<file path="config.mk">
export PLATFORM = sky130hd
export DESIGN_NAME = fetch_buffer_flat
export DESIGN_NICKNAME = d
export VERILOG_FILES = /design/src/rtl/fetch_buffer_if.sv /design/src/rtl/fetch_buffer.sv /design/src/flat_wrapper.sv
export SDC_FILE = /design/constraint.sdc
export NUM_CORES = 1
export LEC_CHECK = 0
export CAP_MARGIN = 10
export CORE_MARGIN = 2
export CORE_UTILIZATION = 50
export DETAILED_ROUTE_END_ITERATION = 8
export PLACE_DENSITY = 0.75
export RECOVER_POWER = 100
export SETUP_SLACK_MARGIN = 0.2
export SYNTH_ARGS = -nofsm -noshare
export SYNTH_HDL_FRONTEND = slang
export SYNTH_SLANG_ARGS = --single-unit
</file>
<file path="constraint.sdc">
create_clock -name clk -period 5 [get_ports clk]
set_input_delay 0.5 -clock clk [delete_from_list [all_inputs] [get_ports clk]]
set_output_delay 0.5 -clock clk [all_outputs]
set_load 0.02 [all_outputs]
</file>
<file path="src/rtl/fetch_buffer_if.sv">
// Fetch buffer bus bundle: control strobes, memory request channel and
// decode-side queue head. The master view belongs to the fetch buffer,
// the slave view to the surrounding core (decode, memory, branch unit).
interface fetch_buffer_if #(
    parameter int ADDR_W  = 16,
    parameter int INSTR_W = 16,
    parameter int DEPTH   = 4
);
    localparam int CNT_W = $clog2(DEPTH) + 1;

    // Fetch control
    logic               halt;
    logic               redirect_valid;
    logic [ADDR_W-1:0]  redirect_pc;

    // Memory request channel
    logic               mem_req;
    logic [ADDR_W-1:0]  mem_addr;
    logic               mem_ack;
    logic [INSTR_W-1:0] mem_rdata;

    // Decode-side queue head
    logic               out_valid;
    logic               out_ready;
    logic [INSTR_W-1:0] out_instr;
    logic [ADDR_W-1:0]  out_pc;
    logic [CNT_W-1:0]   count;

    modport master (
        input  halt, redirect_valid, redirect_pc,
        input  mem_ack, mem_rdata,
        input  out_ready,
        output mem_req, mem_addr,
        output out_valid, out_instr, out_pc, count
    );

    modport slave (
        output halt, redirect_valid, redirect_pc,
        output mem_ack, mem_rdata,
        output out_ready,
        input  mem_req, mem_addr,
        input  out_valid, out_instr, out_pc, count
    );
endinterface

</file>
<file path="src/rtl/fetch_buffer.sv">
// Instruction fetch buffer: issues one memory read at a time from fetch_pc,
// queues {pc, instruction} pairs for decode, and handles redirects by
// flushing the queue and discarding any response still in flight.
module fetch_buffer #(
    parameter int              ADDR_W   = 16,
    parameter int              INSTR_W  = 16,
    parameter int              DEPTH    = 4,
    parameter logic [ADDR_W-1:0] RESET_PC = 16'h0064
) (
    input logic            clk,
    input logic            rst,
    fetch_buffer_if.master bus
);
    localparam int                PTR_W = $clog2(DEPTH);
    localparam int                CNT_W = PTR_W + 1;
    localparam logic [ADDR_W-1:0] STEP  = ADDR_W'(INSTR_W / 8);
    localparam logic [CNT_W-1:0]  FULL  = CNT_W'(DEPTH);

    typedef enum logic [1:0] {
        S_IDLE,
        S_REQ,
        S_DROP
    } state_t;

    state_t             state;
    logic               req_q;
    logic [ADDR_W-1:0]  addr_q;
    logic [ADDR_W-1:0]  fetch_pc;
    logic [ADDR_W-1:0]  fetch_pc_inc;

    logic [INSTR_W-1:0] instr_q [DEPTH];
    logic [ADDR_W-1:0]  pc_q    [DEPTH];
    logic [PTR_W-1:0]   wr_ptr;
    logic [PTR_W-1:0]   rd_ptr;
    logic [CNT_W-1:0]   count_q;
    logic [CNT_W-1:0]   count_next;

    logic               redirect;
    logic               ack;
    logic               push;
    logic               pop;
    logic               head_valid;
    logic               issue_now;
    logic               issue_next;

    assign redirect     = bus.redirect_valid;
    assign ack          = bus.mem_ack;
    assign fetch_pc_inc = fetch_pc + STEP;
    assign head_valid   = (count_q != '0);

    // A response is kept only when it answers a live request and no redirect
    // arrives with it; a redirect also supersedes any pop in the same cycle.
    assign push = (state == S_REQ) && ack && !redirect;
    assign pop  = head_valid && bus.out_ready && !redirect;

    // Occupancy after this cycle's push/pop/flush.
    // NOTE: always_comb assigns a default first so no path leaves count_next
    // unassigned, which would otherwise infer a latch.
    always_comb begin
        count_next = count_q;
        if (redirect) begin
            count_next = '0;
        end else if (push && !pop) begin
            count_next = count_q + CNT_W'(1);
        end else if (pop && !push) begin
            count_next = count_q - CNT_W'(1);
        end
    end

    // Issue from IDLE looks at the current occupancy; back-to-back reissue
    // after a completed request looks at occupancy after the push/pop, so a
    // request is only ever made when its response is guaranteed a slot.
    assign issue_now  = !bus.halt && !redirect && (count_q < FULL);
    assign issue_next = !bus.halt && !redirect && (count_next < FULL);

    // Memory FSM: one outstanding request, registered mem_req/mem_addr held
    // stable from entry to REQ/DROP through the ack cycle.
    // NOTE: sequential state uses non-blocking assignments so every register
    // samples pre-edge values regardless of statement order.
    always_ff @(posedge clk or posedge rst) begin
        if (rst) begin
            state    <= S_IDLE;
            req_q    <= 1'b0;
            addr_q   <= '0;
            fetch_pc <= RESET_PC;
        end else begin
            case (state)
                S_IDLE: begin
                    if (redirect) begin
                        fetch_pc <= bus.redirect_pc;
                    end else if (issue_now) begin
                        state  <= S_REQ;
                        req_q  <= 1'b1;
                        addr_q <= fetch_pc;
                    end
                end
                S_REQ: begin
                    if (redirect) begin
                        fetch_pc <= bus.redirect_pc;
                        if (ack) begin
                            state <= S_IDLE;
                            req_q <= 1'b0;
                        end else begin
                            state <= S_DROP;
                        end
                    end else if (ack) begin
                        fetch_pc <= fetch_pc_inc;
                        if (issue_next) begin
                            addr_q <= fetch_pc_inc;
                        end else begin
                            state <= S_IDLE;
                            req_q <= 1'b0;
                        end
                    end
                end
                S_DROP: begin
                    if (redirect) begin
                        fetch_pc <= bus.redirect_pc;
                    end
                    if (ack) begin
                        state <= S_IDLE;
                        req_q <= 1'b0;
                    end
                end
                default: begin
                    state <= S_IDLE;
                    req_q <= 1'b0;
                end
            endcase
        end
    end

    // Queue storage write.
    // NOTE: the entry array is deliberately not reset; the head outputs are
    // gated by out_valid, so stale contents can never reach decode.
    always_ff @(posedge clk) begin
        if (push) begin
            instr_q[wr_ptr] <= bus.mem_rdata;
            pc_q[wr_ptr]    <= fetch_pc;
        end
    end

    // Queue pointers and occupancy; a redirect empties the queue.
    always_ff @(posedge clk or posedge rst) begin
        if (rst) begin
            wr_ptr  <= '0;
            rd_ptr  <= '0;
            count_q <= '0;
        end else if (redirect) begin
            wr_ptr  <= '0;
            rd_ptr  <= '0;
            count_q <= '0;
        end else begin
            if (push) begin
                wr_ptr <= wr_ptr + PTR_W'(1);
            end
            if (pop) begin
                rd_ptr <= rd_ptr + PTR_W'(1);
            end
            count_q <= count_next;
        end
    end

    assign bus.mem_req   = req_q;
    assign bus.mem_addr  = addr_q;
    assign bus.count     = count_q;
    assign bus.out_valid = head_valid;
    assign bus.out_instr = head_valid ? instr_q[rd_ptr] : '0;
    assign bus.out_pc    = head_valid ? pc_q[rd_ptr]    : '0;

endmodule

</file>
<file path="src/flat_wrapper.sv">
// flat-port wrapper written by rule: the top's interface ports become plain ports
module fetch_buffer_flat 
#(
    parameter int              ADDR_W   = 16,
    parameter int              INSTR_W  = 16,
    parameter int              DEPTH    = 4,
    parameter logic [ADDR_W-1:0] RESET_PC = 16'h0064
)
  (clk, rst, bus_halt, bus_redirect_valid, bus_redirect_pc, bus_mem_ack, bus_mem_rdata, bus_out_ready, bus_mem_req, bus_mem_addr, bus_out_valid, bus_out_instr, bus_out_pc, bus_count);
  fetch_buffer_if #(.ADDR_W(ADDR_W), .INSTR_W(INSTR_W), .DEPTH(DEPTH)) bus_i ();
  input logic clk;
  input logic rst;
  input wire logic [$bits(bus_i.halt)-1:0] bus_halt;
  input wire logic [$bits(bus_i.redirect_valid)-1:0] bus_redirect_valid;
  input wire logic [$bits(bus_i.redirect_pc)-1:0] bus_redirect_pc;
  input wire logic [$bits(bus_i.mem_ack)-1:0] bus_mem_ack;
  input wire logic [$bits(bus_i.mem_rdata)-1:0] bus_mem_rdata;
  input wire logic [$bits(bus_i.out_ready)-1:0] bus_out_ready;
  output wire logic [$bits(bus_i.mem_req)-1:0] bus_mem_req;
  output wire logic [$bits(bus_i.mem_addr)-1:0] bus_mem_addr;
  output wire logic [$bits(bus_i.out_valid)-1:0] bus_out_valid;
  output wire logic [$bits(bus_i.out_instr)-1:0] bus_out_instr;
  output wire logic [$bits(bus_i.out_pc)-1:0] bus_out_pc;
  output wire logic [$bits(bus_i.count)-1:0] bus_count;
  assign bus_i.halt = bus_halt;
  assign bus_i.redirect_valid = bus_redirect_valid;
  assign bus_i.redirect_pc = bus_redirect_pc;
  assign bus_i.mem_ack = bus_mem_ack;
  assign bus_i.mem_rdata = bus_mem_rdata;
  assign bus_i.out_ready = bus_out_ready;
  assign bus_mem_req = bus_i.mem_req;
  assign bus_mem_addr = bus_i.mem_addr;
  assign bus_out_valid = bus_i.out_valid;
  assign bus_out_instr = bus_i.out_instr;
  assign bus_out_pc = bus_i.out_pc;
  assign bus_count = bus_i.count;
  fetch_buffer #(.ADDR_W(ADDR_W), .INSTR_W(INSTR_W), .DEPTH(DEPTH), .RESET_PC(RESET_PC)) u_core (.clk(clk), .rst(rst), .bus(bus_i));
endmodule
</file>
==> results by group, run 1 <==
Run status
  • Status: complete, but fails checks
  • Failing checks: max-capacitance violations, max-slew violations

CTS
  • Clk buf depth: 2
  • Sink Count: 170
  • # hold bufs at CTS: 0
  • CTS root buf: clkbuf_16
  • Total CTS buffers: 17
  • CTS clk-pin slew, worst paths: 0.06 ns
  • H-tree lvl count: 4
  • # Post-CTS Setup Buffers: 0
  • CTS tree: done
  • PostCTS Resize Cnt: 0
  • Clk_lat worst skew: 0.42 ns

Worst setup path
  • Critical Path Start: u_core.rd_ptr[0]
  • Crit path cell chain: buf_4, mux4_2, and2_1, clkdlybuf4s50_1
  • Flop-to-flop setup slack: 1.11 ns
  • Reg2Reg Launch Point: u_core.bus.count[0]
  • WP buf/inv: 2
  • CP Data Arrival Time: 3.45 ns
  • Max FO, Critical Path: 26
  • Worst setup EP type: output port
  • CP Class: reg2out
  • Critical path's top delay family: flip-flops
  • CP Launch Type: register
  • Worst path required time: 4.50 ns
  • Slowest Stage Delay on Critical Path: 1.37 ns
  • Slowest CP cell: dfrtp_1

Power and ir drop
  • Power Density: 499 nW/um^2
  • Leak: 3.14 nW
  • VDD IR max: 0.265 mV

Placed design
  • DP HPWL: 9.75 mm
  • Buffers on Ports: 90
  • GPL Wtd Cong: 0.810

Drt
  • Initial drt markers: 354
  • Wirelength per Cell: 18.9 um
  • DRT Pass-1 Iters: 4
  • Final ANT Viol Nets: 0
  • Total Wirelength: 15.2 mm
  • DRC violations left: 0
  • Vias per Instance: 5.83
  • Total number of vias: 4702

Floorplan
  • Die area: 16100 sq um
  • I/O Pins: 91
  • Die W: 127 um
  • Initial Util: 51.7%
  • Std-Cell Rows: 44
  • Die H: 127 um
  • Floorplan core area: 14600 sq um

Yosys
  • Synth cell types: 58
  • Ys Warns: 0
  • Synth Instances: 529
  • Synth area leaders: edfxtp_1 (51%), dfrtp_1 (13%), mux4_2 (9.5%), and2_1 (3.1%), a21oi_1 (2.3%)
  • FF+latch count, synth: 170
  • Post-synth ARST share: 24.7%
  • Register area share after synthesis: 64.7%
  • Post-synth top flop: edfxtp_1
  • EDFF count, synth: 128
  • Syn Std Cell Area: 7570 sq um
  • Mean Syn Cell Area: 14.3 sq um
  • Top post-synthesis cells by count: edfxtp_1 (128), dfrtp_1 (39), and2_1 (37)
  • Yosys top cell by area: edfxtp_1
  • Count leader, synth: edfxtp_1
  • Post-synth top area share: 50.8%
  • Synthesized Nets: 575

Job
  • Max_cap viols: 7

STA
  • Tmin final: 3.95 ns
  • Layout Skew: 0.00790 ns
  • Endpoints failing hold: 0
  • Tcrit/Tclk final: 79.0%
  • Final setup vio count: 0
  • Achievable Freq: 253 MHz
  • Setup TNS Final: 0 ns
  • RSZ-0062 raised after global routing: false
  • Least-Margin Pin Slew: 2.35 ns
  • Max-slew violations: 219
  • Relative slew slack: -56.8%

GRT
  • Initial antenna violation count: 0
  • Total track usage: 19.5%
  • First-pass GRT wire length: 24.1 mm
  • Remaining Overflow, GRT: 0
  • Vias in the first global route: 4547
  • Largest net degree at the start of global routing: 43

Hold path
  • Hold Path Class: reg2reg
  • Hold path start: u_core.bus.mem_addr[12]

Final layout
  • Layout Utilization: 62.0%
  • Layout cells sized above 1: 10.6%
  • Antenna cells: 0
  • Fin nets: 656
  • Area delta synth->final: 20.1%
logic make-up (layout without fill, tap and decap cells):
kind of cell | count (synthesis) | in the layout | share of synthesized area (%)
xor gates and xnor gates | 5 | 5 | 0.579
adders and majority gates | 8 | 8 | 1.32
AOI/OAI and AO/OA | 93 | 93 | 7.99
DFF | 170 | 170 | 64.7
buffers and inverters | 49 | 143 | 2.88
and+or+nand+nor | 166 | 166 | 12.0
muxes | 38 | 38 | 10.5
placed cells by master (no fill, tap or decap), types with 14 or more instances in the layout:
| cell | Yosys | layout |
|---|---|---|
| edfxtp_1 | 128 | 128 |
| dlygate4sd3_1 | 0 | 55 |
| dfrtp_1 | 39 | 39 |
| a21oi_1 | 35 | 35 |
| clkdlybuf4s50_1 | 0 | 35 |
| mux4_2 | 32 | 32 |
| nor2_1 | 28 | 28 |
| nand3_1 | 27 | 27 |
| and2_1 | 37 | 27 |
| nand2_1 | 25 | 25 |
| o21ai_0 | 23 | 24 |
| clkbuf_16 | 0 | 17 |
| and3_1 | 14 | 14 |
flip-flops by register name, summed over array words and instances (netlist names):
| register | cells |
|---|---|
| u_core.state | 2 |
| u_core.bus.mem_req | 1 |
| u_core.bus.count | 3 |
| u_core.bus.mem_addr | 16 |
| u_core.fetch_pc | 16 |
| u_core.pc_q | 64 |
| u_core.wr_ptr | 2 |
| u_core.rd_ptr | 2 |
| u_core.instr_q | 64 |
routing by layer:
metal,track usage (%),part of all wire [%],up-vias
met5,0,0,-
met4,5.69,1.3,0
met3,4.48,6.1,18
met2,29.8,47,187
met1,28.3,45,2311
li1,-,-,2186
worst paths after layout:
kind	endpoint	cells after the start
min reg2reg	u_core.bus.mem_addr[12]	1
min in group asynchronous	u_core.bus.mem_req	3
min	u_core.bus.mem_addr[12]	1
max in group asynchronous	u_core.fetch_pc[14]	3
max reg2reg	u_core.bus.mem_addr[14]	9
max	bus_out_pc[13]	4
power breakdown:
| group | internal, mW | switching, mW |
|---|---|---|
| logic | 0.663 | 0.709 |
| registers | 1.69 | 0.220 |
| clock network | 0.733 | 0.522 |
| total | 3.08 | 1.45 |
final cells by class:
| class | instances | area, sq um |
|---|---|---|
| clock buffers | 20 | 437 |
| clock inverters | 12 | 123 |
| fillers | 1107 | 5560 |
| inverters | 13 | 48.8 |
| multi-input cells | 310 | 2410 |
| flip-flops and latches | 170 | 4900 |
| well taps | 184 | 230 |
| repair buffers | 98 | 938 |
through the flow:
step / power (mW) / instances / hold WS [ns] / area [sq um] / worst slack (ns)
2_1_floorplan: 2.80 / 529 / 0.471 / 7570 / 2.81
3_3_place_gp: 3.37 / 775 / 0.523 / 8590 / 1.97
3_5_place_dp: 3.40 / 775 / 0.520 / 8590 / 1.91
4_1_cts: 4.66 / 807 / 0.524 / 9150 / 1.45
5_1_grt: 4.75 / 807 / 0.561 / 9090 / 0.673
6_report: 4.54 / 807 / 0.522 / 9090 / 1.05
Power figures use the tool's default switching activity.
==> inputs of run 2 (changes only) <==
clock period = 3.7 ns   (was 5 ns; I/O delays follow)
==> run 2 against run 1 <==
The flow still finishes with violations (max-capacitance violations, max-slew violations). Clock power increased by 31%. Sequential power increased by 34%. Combinational power increased by 38%. Worst hold slack improved by 0.022 ns. Cell area increased by 0.45%. Register-to-register slack got worse by 0.50 ns. Cell count increased by 0.50%. Count of clock-buffer cells in the layout decreased by 2.
==> results by group, run 2 (same netlist as run 1, synthesis figures left out) <==
Run status
  • Status: complete, but fails checks (unchanged)
  • Failing checks: max-capacitance violations, max-slew violations (unchanged)

CTS
  • # hold bufs at CTS: 0 (unchanged)
  • H-tree lvl count: 4 (unchanged)
  • CTS clk-pin slew, worst paths: 0.06 ns (about the same)
  • Total CTS buffers: 17 (unchanged)
  • # Post-CTS Setup Buffers: 0 (unchanged)
  • Clk buf depth: 2 (unchanged)
  • PostCTS Resize Cnt: 0 (unchanged)
  • Clk_lat worst skew: 0.42 ns (about the same)
  • Sink Count: 170 (unchanged)
  • CTS root buf: clkbuf_16 (unchanged)
  • CTS tree: done (unchanged)

Final layout
  • Fill count: 1096 (was 1107)
  • Commonest non-fill, non-tap cell in the layout: edfxtp_1 (unchanged)
  • Regs by FF count: u_core.instr_q (64), u_core.pc_q (64) (unchanged)
  • Area delta synth->final: 20.6% (was 20.1%)
  • Fin nets: 660 (was 656)
  • Layout cells sized above 1: 11.8% (was 10.6%)
  • Commonest non-fill, non-tap cells in the layout: edfxtp_1 (128), dlygate4sd3_1 (69), dfrtp_1 (38), a21oi_1 (35), and2_1 (33) (was edfxtp_1 (128), dlygate4sd3_1 (55), dfrtp_1 (39), a21oi_1 (35), clkdlybuf4s50_1 (35))
  • Layout Utilization: 62.3% (was 62.0%)
  • Layout Cells excl Fill: 811 (was 807)
  • Antenna cells: 0 (unchanged)

GRT
  • Initial antenna violation count: 0 (unchanged)
  • Vias in the first global route: 4881 (was 4547)
  • Largest net degree at the start of global routing: 43 (unchanged)
  • Remaining Overflow, GRT: 0 (unchanged)
  • First-pass GRT wire length: 25.4 mm (was 24.1 mm)
  • Total track usage: 20.3% (was 19.5%)

STA
  • Layout Skew: 0.00801 ns (was 0.00790 ns)
  • Endpoints failing hold: 0 (unchanged)
  • Max-slew violations: 151 (was 219)
  • Least-Margin Pin Slew: 2.20 ns (was 2.35 ns)
  • Final setup vio count: 0 (unchanged)
  • Relative slew slack: -46.8% (was -56.8%)
  • Setup TNS Final: 0 ns (unchanged)
  • Achievable Freq: 317 MHz
  • Tmin final: 3.15 ns
  • RSZ-0062 raised after global routing: false (unchanged)
  • Tcrit/Tclk final: 85.2%

Drt
  • Total number of vias: 4802 (was 4702)
  • Total Wirelength: 15.7 mm (was 15.2 mm)
  • Final ANT Viol Nets: 0 (unchanged)
  • DRT Pass-1 Iters: 5 (was 4)
  • Initial drt markers: 386 (was 354)
  • DRC violations left: 0 (unchanged)
  • Wirelength per Cell: 19.4 um (was 18.9 um)
  • Vias per Instance: 5.92 (was 5.83)

Hold path
  • Hold Path Class: reg2reg (unchanged)

Worst setup path
  • Worst setup EP type: register (was output port)
  • CP Class: in2reg (was reg2out)
  • CP Data Arrival Time: 3.16 ns (was 3.45 ns)
  • CP Launch Type: primary input (was register)
  • Max FO, Critical Path: 32 (was 26)
  • Worst path required time: 3.71 ns (was 4.50 ns)

Job
  • Max_cap viols: 4 (was 7)

Power and ir drop
  • Leak: 3.20 nW (was 3.14 nW)
  • Power Density: 669 nW/um^2 (was 499 nW/um^2)
  • VDD IR max: 0.414 mV (was 0.265 mV)

Placed design
  • Cells after DPL: 779 (was 775)
  • DP HPWL: 9.97 mm (was 9.75 mm)
  • Buffers on Ports: 90 (unchanged)
  • GPL Wtd Cong: 0.852 (was 0.810)

Floorplan
  • Floorplan core area: 14600 sq um (unchanged)
  • Die area: 16100 sq um (unchanged)
  • Die H: 127 um (unchanged)
  • Std-Cell Rows: 44 (unchanged)
  • Initial Util: 51.7% (unchanged)
  • I/O Pins: 91 (unchanged)
  • Die W: 127 um (unchanged)
-- run 2: layout make-up --
| cell class | count | area (sq um) | area share (%) |
|---|---|---|---|
| multi-input combinational | 310 | 2420 | 26.5 |
| inverter | 13 | 48.8 | 0.535 |
| clock inverter | 14 | 119 | 1.30 |
| tap | 184 | 230 | 2.52 |
| sequential | 170 | 4900 | 53.7 |
| clock buffer | 18 | 429 | 4.70 |
| timing repair buffer | 102 | 980 | 10.7 |
-- run 2: final timing paths --
path,from,to,slack (ns),cells past startpoint
max in group asynchronous,rst,u_core.rd_ptr[0],1.08,3
min in group asynchronous,rst,u_core.state[0],1.19,3
min,u_core.bus.mem_addr[7],u_core.bus.mem_addr[7],0.54,2
max,bus_redirect_valid,u_core.pc_q[1][13],0.55,4
min reg2reg,u_core.bus.mem_addr[7],u_core.bus.mem_addr[7],0.54,2
max reg2reg,u_core.state[0],u_core.pc_q[1][13],0.61,3
-- run 2: per-stage QoR --
stage | worst slack [ns] | total power [mW] | hold slack (ns) | cell area [sq um]
6_report | 0.546 | 6.10 | 0.544 | 9130
5_1_grt | 0.320 | 6.40 | 0.558 | 9130
3_5_place_dp | 0.910 | 4.64 | 0.521 | 8630
3_3_place_gp | 1.02 | 4.60 | 0.522 | 8630
2_1_floorplan | 1.52 | 3.78 | 0.469 | 7570
4_1_cts | 0.598 | 6.29 | 0.389 | 9180
-- run 2: power breakdown --
part           internal (mW)  switching, mW  leakage, nW
logic                  0.876           1.02         1.30
registers               2.28          0.272         1.64
clock network          0.927          0.728        0.264
-- run 2: layer usage --
layer | up-vias | track usage, % | share of wire (%)
met4 | 0 | 5.43 | 1.3
met2 | 205 | 33.8 | 50
met1 | 2376 | 27.4 | 43
met5 | - | 0 | 0
met3 | 24 | 4.56 | 6.2
li1 | 2197 | - | -
-- run 2: critical path: stages --
cell	delay (ns)
dlygate4sd3_1	0.68
and4bb_1	0.48
and2_0	0.16
clkbuf_1	1.43
==> inputs of run 3 (changes only) <==
CORE_UTILIZATION = 35   (was 50)
PLACE_DENSITY = 0.56   (was 0.75)
==> run 3 against run 2 <==
The flow still finishes with violations (max-capacitance violations, max-slew violations). Cell count grew 11%. Worst hold slack lost 0.018 ns. Critical path depth grew 3. Via count shrank 0.29%. Power grew 3.5%. Largest power group unchanged.
==> results by group, run 3 (same netlist as run 1, synthesis figures left out) <==
Run status
  • Status: complete, but fails checks (unchanged)
  • Failing checks: max-capacitance violations, max-slew violations (unchanged)

Power and ir drop
  • Power Density: 681 nW/um^2 (was 669 nW/um^2)
  • Final Power: 6.32 mW (was 6.10 mW)
  • Clk pwr share: 29.4% (was 27.1%)
  • Leak: 3.24 nW (was 3.20 nW)
  • Cell Int Power: 4.30 mW (was 4.09 mW)
  • Switching Fraction: 32.0% (was 33.0%)
  • VDD IR max: 0.334 mV (was 0.414 mV)
  • Combinational share of power: 30.7% (was 31.0%)
  • Sequential power share: 39.9% (was 41.9%)
  • Net switching power: 2.02 mW (about the same)

GRT
  • Remaining Overflow, GRT: 0 (unchanged)
  • Largest net degree at the start of global routing: 42 (was 43)
  • Vias in the first global route: 4778 (was 4881)
  • First-pass GRT wire length: 26.3 mm (was 25.4 mm)
  • Total track usage: 15.6% (was 20.3%)
  • Initial antenna violation count: 0 (unchanged)

Final layout
  • Commonest non-fill, non-tap cells in the layout: edfxtp_1 (128), dlygate4sd3_1 (70), dfrtp_1 (38), a21oi_1 (35), and2_1 (33) (was edfxtp_1 (128), dlygate4sd3_1 (69), dfrtp_1 (38), a21oi_1 (35), and2_1 (33))
  • Layout cells sized above 1: 12.5% (was 11.8%)
  • Antenna cells: 0 (unchanged)
  • Commonest non-fill, non-tap cell in the layout: edfxtp_1 (unchanged)
  • Regs by FF count: u_core.instr_q (64), u_core.pc_q (64) (unchanged)
  • Area delta synth->final: 22.7% (was 20.6%)
  • Fin nets: 659 (was 660)

Job
  • Max_cap viols: 1 (was 4)

CTS
  • Total CTS buffers: 17 (unchanged)
  • PostCTS Resize Cnt: 0 (unchanged)
  • CTS clk-pin slew, worst paths: 0.06 ns (about the same)
  • H-tree lvl count: 4 (unchanged)
  • Sink Count: 170 (unchanged)
  • Clk buf depth: 2 (unchanged)
  • # Post-CTS Setup Buffers: 0 (unchanged)
  • CTS tree: done (unchanged)
  • Clk_lat worst skew: 0.42 ns (about the same)
  • CTS root buf: clkbuf_16 (unchanged)
  • # hold bufs at CTS: 0 (unchanged)

Worst setup path
  • Worst path required time: 4.02 ns (was 3.71 ns)
  • Max FO, Critical Path: 18 (was 32)
  • CP Class: in2reg (unchanged)
  • CP Data Arrival Time: 3.53 ns (was 3.16 ns)
  • Worst setup EP type: register (unchanged)
  • CP Launch Type: primary input (unchanged)
  • Flop-to-flop setup slack: 0.68 ns (was 0.61 ns)

STA
  • Achievable Freq: 311 MHz (was 317 MHz)
  • Max-slew violations: 42 (was 151)
  • Relative slew slack: -3.99% (was -46.8%)
  • RSZ-0062 raised after global routing: false (unchanged)
  • Tcrit/Tclk final: 86.8% (was 85.2%)
  • Endpoints failing hold: 0 (unchanged)
  • Tmin final: 3.21 ns (was 3.15 ns)
  • Setup TNS Final: 0 ns (unchanged)
  • Final setup vio count: 0 (unchanged)
  • Least-Margin Pin Slew: 1.56 ns (was 2.20 ns)
  • Layout Skew: 0.0116 ns (was 0.00801 ns)
  • Final worst slack: 0.488 ns (was 0.546 ns)

Placed design
  • Buffers on Ports: 90 (unchanged)
  • GPL Wtd Cong: 0.822 (was 0.852)
  • Place WS: 0.695 ns (was 0.910 ns)
  • DP HPWL: 10.5 mm (was 9.97 mm)

Drt
  • DRT Pass-1 Iters: 5 (unchanged)
  • Total number of vias: 4788 (was 4802)
  • DRC violations left: 0 (unchanged)
  • Vias per Instance: 5.33 (was 5.92)
  • Initial drt markers: 367 (was 386)
  • Total Wirelength: 16.8 mm (was 15.7 mm)
  • Wirelength per Cell: 18.7 um (was 19.4 um)
  • Final ANT Viol Nets: 0 (unchanged)

Floorplan
  • Die W: 151 um (was 127 um)
  • Floorplan core area: 21100 sq um (was 14600 sq um)
  • I/O Pins: 91 (unchanged)
  • Die H: 151 um (was 127 um)
  • Die area: 22800 sq um (was 16100 sq um)
  • Initial Util: 35.9% (was 51.7%)
  • Std-Cell Rows: 53 (was 44)

Hold path
  • Hold Path Class: reg2reg (unchanged)
[run 3: layout make-up]
type	count	area (sq um)
Timing Repair Buffer	101	962
Fill cell	1892	11800
Clock inverter	13	193
Multi-Input combinational cell	310	2410
Sequential cell	170	4900
Inverter	13	48.8
Tap cell	275	344
Clock buffer	17	425
[run 3: stage by stage]
stage / hold slack (ns) / util, % / instances / cell area [sq um]
after floorplan: 0.469 / - / 529 / 7570
after global placement: 0.522 / 41.5 / 869 / 8740
after detailed placement: 0.518 / 41.5 / 869 / 8740
after CTS: 0.443 / 44.4 / 899 / 9360
after global routing: 0.548 / 44.0 / 899 / 9280
final: 0.526 / 44.0 / 899 / 9280
[run 3: power groups by stage]
stage	Sequential, mW	Clock (mW)	Combinational (mW)
2_1_floorplan	2.59	0	1.19
3_3_place_gp	2.55	0	2.10
3_5_place_dp	2.56	0	2.12
4_1_cts	2.53	1.90	2.13
5_1_grt	2.55	1.98	2.11
6_report	2.52	1.86	1.94
[run 3: path summary, 6_finish.rpt]
kind | from | endpoint | cells after the start
max in group asynchronous | rst | u_core.bus.count[2] | 3
max | bus_redirect_valid | u_core.bus.mem_req | 7
min in group asynchronous | rst | u_core.bus.count[1] | 2
min reg2reg | u_core.bus.mem_addr[9] | u_core.bus.mem_addr[9] | 2
max reg2reg | u_core.bus.count[0] | u_core.bus.mem_req | 9
min | u_core.bus.mem_addr[9] | u_core.bus.mem_addr[9] | 2
[run 3: routing by layer]
| metal | vias up | share of wire [%] | wire [um] | global-route usage, % |
|---|---|---|---|---|
| met1 | 2405 | 47 | 7900 | 21.8 |
| met3 | 6 | 5.7 | 963 | 3.31 |
| met4 | 0 | 0.54 | 91 | 4.49 |
| met5 | - | 0 | 0 | 0 |
| met2 | 172 | 47 | 7840 | 24.6 |
| li1 | 2205 | - | - | - |
[run 3: critical path: stages]
cell           delay (ns)
dlygate4sd3_1        0.81
and4bb_1             0.48
o211ai_1             0.17
a21boi_0             0.73
o21a_1               0.55
o21ai_0              0.15
a211oi_1             0.27
